`src/rtl/conv_encoder.sv`:
```
`default_nettype none
// ============================================================================
//  Module      : conv_encoder
//  Description : Rate-1/2, K=3 convolutional encoder feeding the Viterbi link.
//                Accepts one frame of FRAME_LEN data bits through a
//                valid/ready handshake. Each accepted bit produces one 2-bit
//                symbol {G0 parity, G1 parity} in a single-stage output
//                register with back-pressure.
//
//                Optional feature macro: CONV_ENC_TAIL_EN
//                  defined   : K-1 zero tail bits are appended after the data
//                              so the frame ends in encoder state 0.
//                  undefined : the frame ends after the last data symbol and
//                              the final encoder state is left unterminated.
//
//  Ports       : clk          rising-edge clock
//                rst          synchronous active-high reset
//                start_i      frame-open pulse, honoured only while idle
//                din_i        data bit
//                din_valid_i  din_i is valid
//                din_ready_o  encoder takes din_i this cycle
//                sym_o        encoded symbol {G0 out, G1 out}
//                sym_valid_o  sym_o is valid
//                sym_ready_i  downstream takes sym_o
//                sym_last_o   marks the final symbol of the frame
//                busy_o       high whenever a frame is in progress
//
//  Revision    : 1.0  initial release
// ============================================================================
module conv_encoder #(
    parameter int             K         = 3,
    parameter logic [K-1:0]   G0        = 3'b111,
    parameter logic [K-1:0]   G1        = 3'b101,
    parameter int             FRAME_LEN = 8,
    parameter int             CNT_W     = $clog2(FRAME_LEN + K)
) (
    input  logic       clk,
    input  logic       rst,
    input  logic       start_i,
    input  logic       din_i,
    input  logic       din_valid_i,
    output logic       din_ready_o,
    output logic [1:0] sym_o,
    output logic       sym_valid_o,
    input  logic       sym_ready_i,
    output logic       sym_last_o,
    output logic       busy_o
);

`ifdef CONV_ENC_TAIL_EN
    localparam int c_tail_len = K - 1;
`else
    localparam int c_tail_len = 0;
`endif
    localparam int c_total = FRAME_LEN + c_tail_len;

    // Counter indices of the last data symbol and of the last frame symbol.
    localparam logic [CNT_W-1:0] c_data_last  = CNT_W'(FRAME_LEN - 1);
    localparam logic [CNT_W-1:0] c_frame_last = CNT_W'(c_total - 1);

    localparam logic [1:0] c_st_idle   = 2'd0;
    localparam logic [1:0] c_st_encode = 2'd1;
`ifdef CONV_ENC_TAIL_EN
    localparam logic [1:0] c_st_flush  = 2'd2;
`endif
    localparam logic [1:0] c_st_drain  = 2'd3;

    logic [1:0]       r_fsm;
    logic [1:0]       w_fsm_next;
    logic [K-2:0]     r_enc_state;
    logic [CNT_W-1:0] r_cnt;
    logic [1:0]       r_sym;
    logic             r_sym_valid;
    logic             r_sym_last;

    logic             w_load_ok;
    logic             w_in_flush;
    logic             w_din_ready;
    logic             w_accept;
    logic             w_flush_load;
    logic             w_load;
    logic             w_bit;
    logic [K-1:0]     w_sr;
    logic [1:0]       w_sym;
    logic             w_is_last;

    // The output register can take a new symbol when empty or being drained.
    assign w_load_ok = !r_sym_valid || sym_ready_i;
    assign w_accept  = w_din_ready && din_valid_i;
    assign w_load    = w_accept || w_flush_load;

    // Tail bits are forced to zero; din_i is ignored outside ENCODE anyway.
    assign w_bit     = din_i & ~w_in_flush;
    assign w_sr      = {w_bit, r_enc_state};
    assign w_sym     = {^(w_sr & G0), ^(w_sr & G1)};
    assign w_is_last = (r_cnt == c_frame_last);

    // ---------------------------------------------------------------- FSM reg
    always_ff @(posedge clk) begin
        if (rst) begin
            r_fsm <= c_st_idle;
        end else begin
            r_fsm <= w_fsm_next;
        end
    end

    // ------------------------------------------------------------ next state
    always_comb begin
        w_fsm_next = r_fsm;
        case (r_fsm)
            c_st_idle: begin
                if (start_i) begin
                    w_fsm_next = c_st_encode;
                end
            end
            c_st_encode: begin
                if (w_accept && (r_cnt == c_data_last)) begin
`ifdef CONV_ENC_TAIL_EN
                    w_fsm_next = c_st_flush;
`else
                    w_fsm_next = c_st_drain;
`endif
                end
            end
`ifdef CONV_ENC_TAIL_EN
            c_st_flush: begin
                if (w_flush_load && w_is_last) begin
                    w_fsm_next = c_st_drain;
                end
            end
`endif
            c_st_drain: begin
                // The final symbol sits in the output register until taken.
                if (r_sym_valid && sym_ready_i) begin
                    w_fsm_next = c_st_idle;
                end
            end
            default: begin
                w_fsm_next = c_st_idle;
            end
        endcase
    end

    // --------------------------------------------------------------- outputs
    always_comb begin
        w_din_ready  = (r_fsm == c_st_encode) && w_load_ok;
        busy_o       = (r_fsm != c_st_idle);
`ifdef CONV_ENC_TAIL_EN
        w_in_flush   = (r_fsm == c_st_flush);
`else
        w_in_flush   = 1'b0;
`endif
        w_flush_load = w_in_flush && w_load_ok;
    end

    // -------------------------------------------------------------- datapath
    always_ff @(posedge clk) begin
        if (rst) begin
            r_enc_state <= '0;
            r_cnt       <= '0;
            r_sym       <= 2'b00;
            r_sym_valid <= 1'b0;
            r_sym_last  <= 1'b0;
        end else begin
            if ((r_fsm == c_st_idle) && start_i) begin
                r_enc_state <= '0;
                r_cnt       <= '0;
            end else if (w_load) begin
                r_enc_state <= w_sr[K-1:1];
                // Saturate on the final symbol so the count never wraps.
                if (!w_is_last) begin
                    r_cnt <= r_cnt + CNT_W'(1);
                end
            end

            if (w_load) begin
                r_sym       <= w_sym;
                r_sym_valid <= 1'b1;
                r_sym_last  <= w_is_last;
            end else if (sym_ready_i) begin
                // Symbol value is kept; only the qualifiers drop.
                r_sym_valid <= 1'b0;
                r_sym_last  <= 1'b0;
            end
        end
    end

    assign din_ready_o = w_din_ready;
    assign sym_o       = r_sym;
    assign sym_valid_o = r_sym_valid;
    assign sym_last_o  = r_sym_last;

endmodule
`default_nettype wire

```
`config.mk`:
```
export PLATFORM = sky130hd
export DESIGN_NAME = conv_encoder
export DESIGN_NICKNAME = d
export VERILOG_FILES = /design/src/rtl/conv_encoder.sv
export SDC_FILE = /design/constraint.sdc
export NUM_CORES = 1
export LEC_CHECK = 0
export ABC_AREA = 1
export CORE_UTILIZATION = 48
export DETAILED_ROUTE_END_ITERATION = 7
export PLACE_DENSITY = 0.75
export SYNTH_ARGS = -nofsm -noshare
export SYNTH_HDL_FRONTEND = slang
export SYNTH_SLANG_ARGS = --single-unit
```
`constraint.sdc`:
```
create_clock -name clk -period 1.8 [get_ports clk]
set_clock_uncertainty 0.15 [all_clocks]
set_input_delay 0.45 -clock clk [delete_from_list [all_inputs] [get_ports clk]]
set_output_delay 0.45 -clock clk [all_outputs]
set_load 0.05 [all_outputs]
```
# Word level (Yosys, flattened, before mapping)
# Index checks and enable logic that the tools add are counted.
# W data, S select, Z words.
dict set report op_classes {
  addsub 1
  eq_ne 6
  muxes 7
  bitwise 1
  n_reduce_logical 15
}
# op count
set ops {}
lappend ops {{$mux W2} 3}
lappend ops {{$ne A2 B2 Y1 const B} 3}
lappend ops {{$pmux W2 S3} 1}
lappend ops {{$reduce_xor A3 Y1} 2}
lappend ops {{$logic_and A1 B1 Y1} 5}
lappend ops {{$add A4 B1 Y4 const B} 1}
lappend ops {{$eq A4 B3 Y1 const B} 1}
lappend ops {{$reduce_bool A2 Y1} 2}
lappend ops {{$mux W1} 3}
lappend ops {{$reduce_and A3 Y1} 1}
lappend ops {{$eq A2 B1 Y1 const B} 1}
lappend ops {{$eq A2 B2 Y1 const B} 1}
lappend ops {{$logic_not A2 Y1} 1}
lappend ops {{$reduce_and A2 Y1} 1}
lappend ops {{$reduce_or A2 Y1} 1}
lappend ops {{$logic_not A1 Y1} 1}
lappend ops {{$logic_or A1 B1 Y1} 1}
lappend ops {{$not A1 Y1} 1}
dict set report word_totals {
  register_bits 12
  in_bits 6
  output_inout_bits 6
  word_cells 36
}

# Longest topological paths before layout
dict set report depth {
  depth_word 7
  mapped_depth 7
  ltp_nobuf 7
}

# Worst setup path before layout
# OpenSTA, ideal clock, no wires.
dict set report synth_path {
  path_kind {register to output}
  startpoint {register r_sym_valid (netlist: sym_valid_o)}
  endpoint {output din_ready_o}
  arrival_ns 1.070
  required_ns 1.200
  slack_ns 0.130
  path_stages_with_launch 4
  n_path_buf 0
  path_cell_list {dfxtp_1 -> inv_1 -> nor2_1 -> nor2_2}
}
dict set report synth_via {
  elab_chain_len 3
}
# element line_no
set synth_lines {}
lappend synth_lines {{from (decl)} 73} ;# logic r_sym_valid;
lappend synth_lines {{from (signal assigned)} 162} ;# r_sym_valid <= 1'b0;
lappend synth_lines {{from (signal assigned)} 178} ;# r_sym_valid <= 1'b1;
lappend synth_lines {{from (signal assigned)} 182} ;# r_sym_valid <= 1'b0;
lappend synth_lines {{$logic_not A1 Y1} 88} ;# assign w_load_ok = !r_sym_valid || sym_ready_i;
lappend synth_lines {{$logic_or A1 B1 Y1} 88}
lappend synth_lines {{$logic_and A1 B1 Y1} 146} ;# w_din_ready = (r_fsm == c_st_encode) && w_load_ok;
lappend synth_lines {{to (decl)} 42} ;# output logic din_ready_o,
# Every way passes these cells.

# Worst setup path after layout
dict set report layout_path {
  startpoint {input sym_ready_i}
  endpoint {register r_cnt[0]}
}
dict set report layout_via {
  elab_chain_len 4
}
# element line_no
set layout_lines {}
lappend layout_lines {{from (decl)} 45} ;# input logic sym_ready_i,
lappend layout_lines {{$logic_or A1 B1 Y1} 88}
lappend layout_lines {{$logic_and A1 B1 Y1} 146}
lappend layout_lines {{$logic_and A1 B1 Y1} 89} ;# assign w_accept = w_din_ready && din_valid_i;
lappend layout_lines {{$reduce_and A2 Y1 (no source line)} n/a}
lappend layout_lines {{to (signal assigned)} 172} ;# r_cnt <= r_cnt + CNT_W'(1);
lappend layout_lines {{to (decl)} 71} ;# logic [CNT_W-1:0] r_cnt;
# Every way passes these cells.
# A chain may end at the register's enable or synchronous reset.

==> results.cfg <==
[route]
first_pass_iters = 4
postRouteAntennaNets = 0
drt-initial-drc-count = 21
vias = 624
finalWirelength_um = 1330
wl_per_cell_um = 10.8
drc_errors = 0
via_per_inst = 5.03

[global_route]
grt_first_pass_wirelength_um = 2180
overflow = 0
grt_use_total_pct = 23.1
antenna_found_initial = 0
grt_max_degree = 9
first_global_vias = 534

[finish]
ff_latch_area_um2 = 245
layout.filler_cells = 73
final-instance-count-excl-fill = 124
drive_above_1_share_pct = 32.7
area_growth_syn_to_layout_pct = 47.3
multi_input_area_um2 = 327
insertedDiodeCount = 0
layout.nets = 118

[synth]
synthesis.nets = 93
syn_area_um2 = 624
synth_top_family_by_area = simple AND/OR/NAND/NOR gates
netlist_instances = 86
synth_top_area_share_pct = 38.5
yosys_warnings = 0
synthTopCellsByArea = dfxtp_1 (38%), nand2_1 (14%), inv_1 (6.0%)
synthMuxAreaShare_pct = 0
yosys.area.top_type = dfxtp_1
ys_ff_latch = 12
yosys.area_share.simple_pct = 35.5
seq_area_frac_synth_pct = 38.5
avgSynthCellArea_um2 = 7.26
synth_compound_area_share_pct = 14.8
synth_xor_area_share_pct = 0
synthDistinctLibCells = 19
synth_fa_ha_area_share_pct = 2.00

[timing]
fmax_mhz = 570
hold_violations = 0
setup_violations = 0
finalCriticalPeriod_ns = 1.75
worstMarginPinSlew_ns = 0.221
maxSlewHeadroom_pct = 85.2
fin_crit_sh_pct = 97.4
maxSlewViolCount = 0
grt_setup_unrepaired = no

[status]
outcome = finished, final reports clean

[clocking]
clk_pin_slew_ns = 0.08
clock-root-buffer = clkbuf_4
htreeDepth = 1
cts.sinks = 12
clk_latency_ns = 0.28
clock_path_buffers = 2
numCtsBuffers = 3
cts_tree = yes

[min_path]
hold_path.class = register to register
hold_depth = 2
hold_path_end = sym_o[1]$_SDFFE_PP0P_
min_from = sym_o[1]$_SDFFE_PP0P_

[worst_setup_path]
rr_worst_depth = 11
crit_type = primary input to register
required_ns = 1.87
r2r-start = sym_valid_o$_SDFFE_PP0P_
worst_setup_path_end_kind = register
r2r-end = r_cnt[0]$_SDFFE_PP0P_
crit_path_start_kind = primary input
r2r_setup_slack_ns = 0.09
critPathArrivalTime_ns = 1.82
cp_max_fo = 3

[die]
die_area_um2 = 1450
fp.dieW_um = 38.1
ios = 12
start_util_pct = 54.0
dieHeight_um = 38.1
placementRows = 12
core_area_um2 = 1160

[placed_design]
dp.cells = 115
hpwl_um = 942
place.gp.congestion = 0.713
port_buffers = 11

[flow_run]
cap_violations = 0

[power_and_ir_drop]
vdd_drop_max_mv = 0.522
p_total_mw = 0.630
p_leak_nw = 0.383
p_per_area_nw_per_um2 = 685
[metal layers]
metal	vias to the layer above	track usage, %	share of wire [%]
met1	281	24.4	48
met4	0	13.4	1.6
li1	323	-	-
met2	16	38.6	47
met5	-	0	0
met3	4	8.72	4.1
[cells in the mapped netlist]
master / n
nand2_1: 24
dfxtp_1: 12
inv_1: 10
nor2_1: 8
a21oi_1: 6
nand3_1: 6
a21oi_2: 3
inv_2: 3
nand2_2: 2
nand4_1: 2
nor2_4: 2
a211oi_1: 1
a31oi_2: 1
clkinv_4: 1
ha_1: 1
nand3_4: 1
nor2_2: 1
o21ai_1: 1
o21bai_2: 1
[repair_timing]
item | in CTS | in global routing
pin swaps | 1 | 0
setup endpoints to repair | 1 | 3
buffers inserted | 5 | 0
hold buffers | 0 | 0
gates resized for setup | 1 | 3
[cell type report]
| cell class | instances | area share (%) |
|---|---|---|
| multi-input combinational | 60 | 35.5 |
| tap | 14 | 1.90 |
| timing repair buffer | 20 | 25.7 |
| inverter | 14 | 6.26 |
| clock buffer | 4 | 3.95 |
| sequential | 12 | 26.7 |
[worst max-delay path, stage by stage]
cell and delay, ns:
dlygate4sd2_1 0.26, nor2_1 0.16, nor2_2 0.09, buf_4 0.14
buf_4 0.12, buf_4 0.12, buf_4 0.12, buf_4 0.12
nand3_1 0.07, nand2_1 0.06, a21oi_1 0.11
[how the worst max path moves through the flow]
stage	cells past startpoint	startpoint	slack, ns	to
after global routing	11	sym_ready_i	0.01	r_cnt[0]$_SDFFE_PP0P_
after global placement	4	sym_ready_i	-0.18	din_ready_o
final	11	sym_ready_i	0.05	r_cnt[0]$_SDFFE_PP0P_
after CTS	11	sym_valid_o$_SDFFE_PP0P_	0.05	r_cnt[0]$_SDFFE_PP0P_
after detailed placement	4	sym_ready_i	-0.18	din_ready_o
after floorplan	3	sym_valid_o$_SDFFE_PP0P_	0.13	din_ready_o
[sequential cells by signal, indices dropped and copies added (netlist names)]
register,flops
sym_last_o,1
r_cnt,4
r_fsm,2
r_enc_state,2
sym_o,2
sym_valid_o,1
[metrics by stage]
step / setup TNS, ns / util [%] / setup WS, ns / cell area [um2] / hold WS (ns)
6_report: 0 / 79.5 / 0.0470 / 920 / 0.352
5_1_grt: 0 / 79.5 / 0.0121 / 920 / 0.371
4_1_cts: 0 / 79.1 / 0.0471 / 915 / 0.351
3_5_place_dp: -0.494 / 72.8 / -0.177 / 842 / 0.337
3_3_place_gp: -0.389 / 72.8 / -0.177 / 842 / 0.332
2_1_floorplan: 0 / - / 0.130 / 624 / 0.315
[layout by cell type (no fill, tap or decap), drive strengths merged, types with 2 or more instances in the layout]
master         netlist  final
dfxtp               12     12
nand4                2      2
a21oi                9      9
nor2                11     11
buf                  0     15
clkbuf               0      4
clkdlybuf4s50        0      4
nand3                7      7
nand2               26     26
inv                 13     13
[cells by family (layout without fill, tap and decap cells)]
kind of cell | after synthesis | in the layout
and+or+nand+nor | 46 | 46
adders and majority gates | 1 | 1
buffers and inverters | 14 | 38
AOI/OAI and AO/OA | 13 | 13
DFF | 12 | 12
[report_power, final]
part / total [mW] / switching (mW) / internal (mW) / leakage, nW
sequential: 0.280 / 0.00801 / 0.272 / 0.0987
clock: 0.222 / 0.0988 / 0.123 / 0.0210
combinational: 0.128 / 0.0658 / 0.0619 / 0.264
Power figures use the tool's default switching activity.
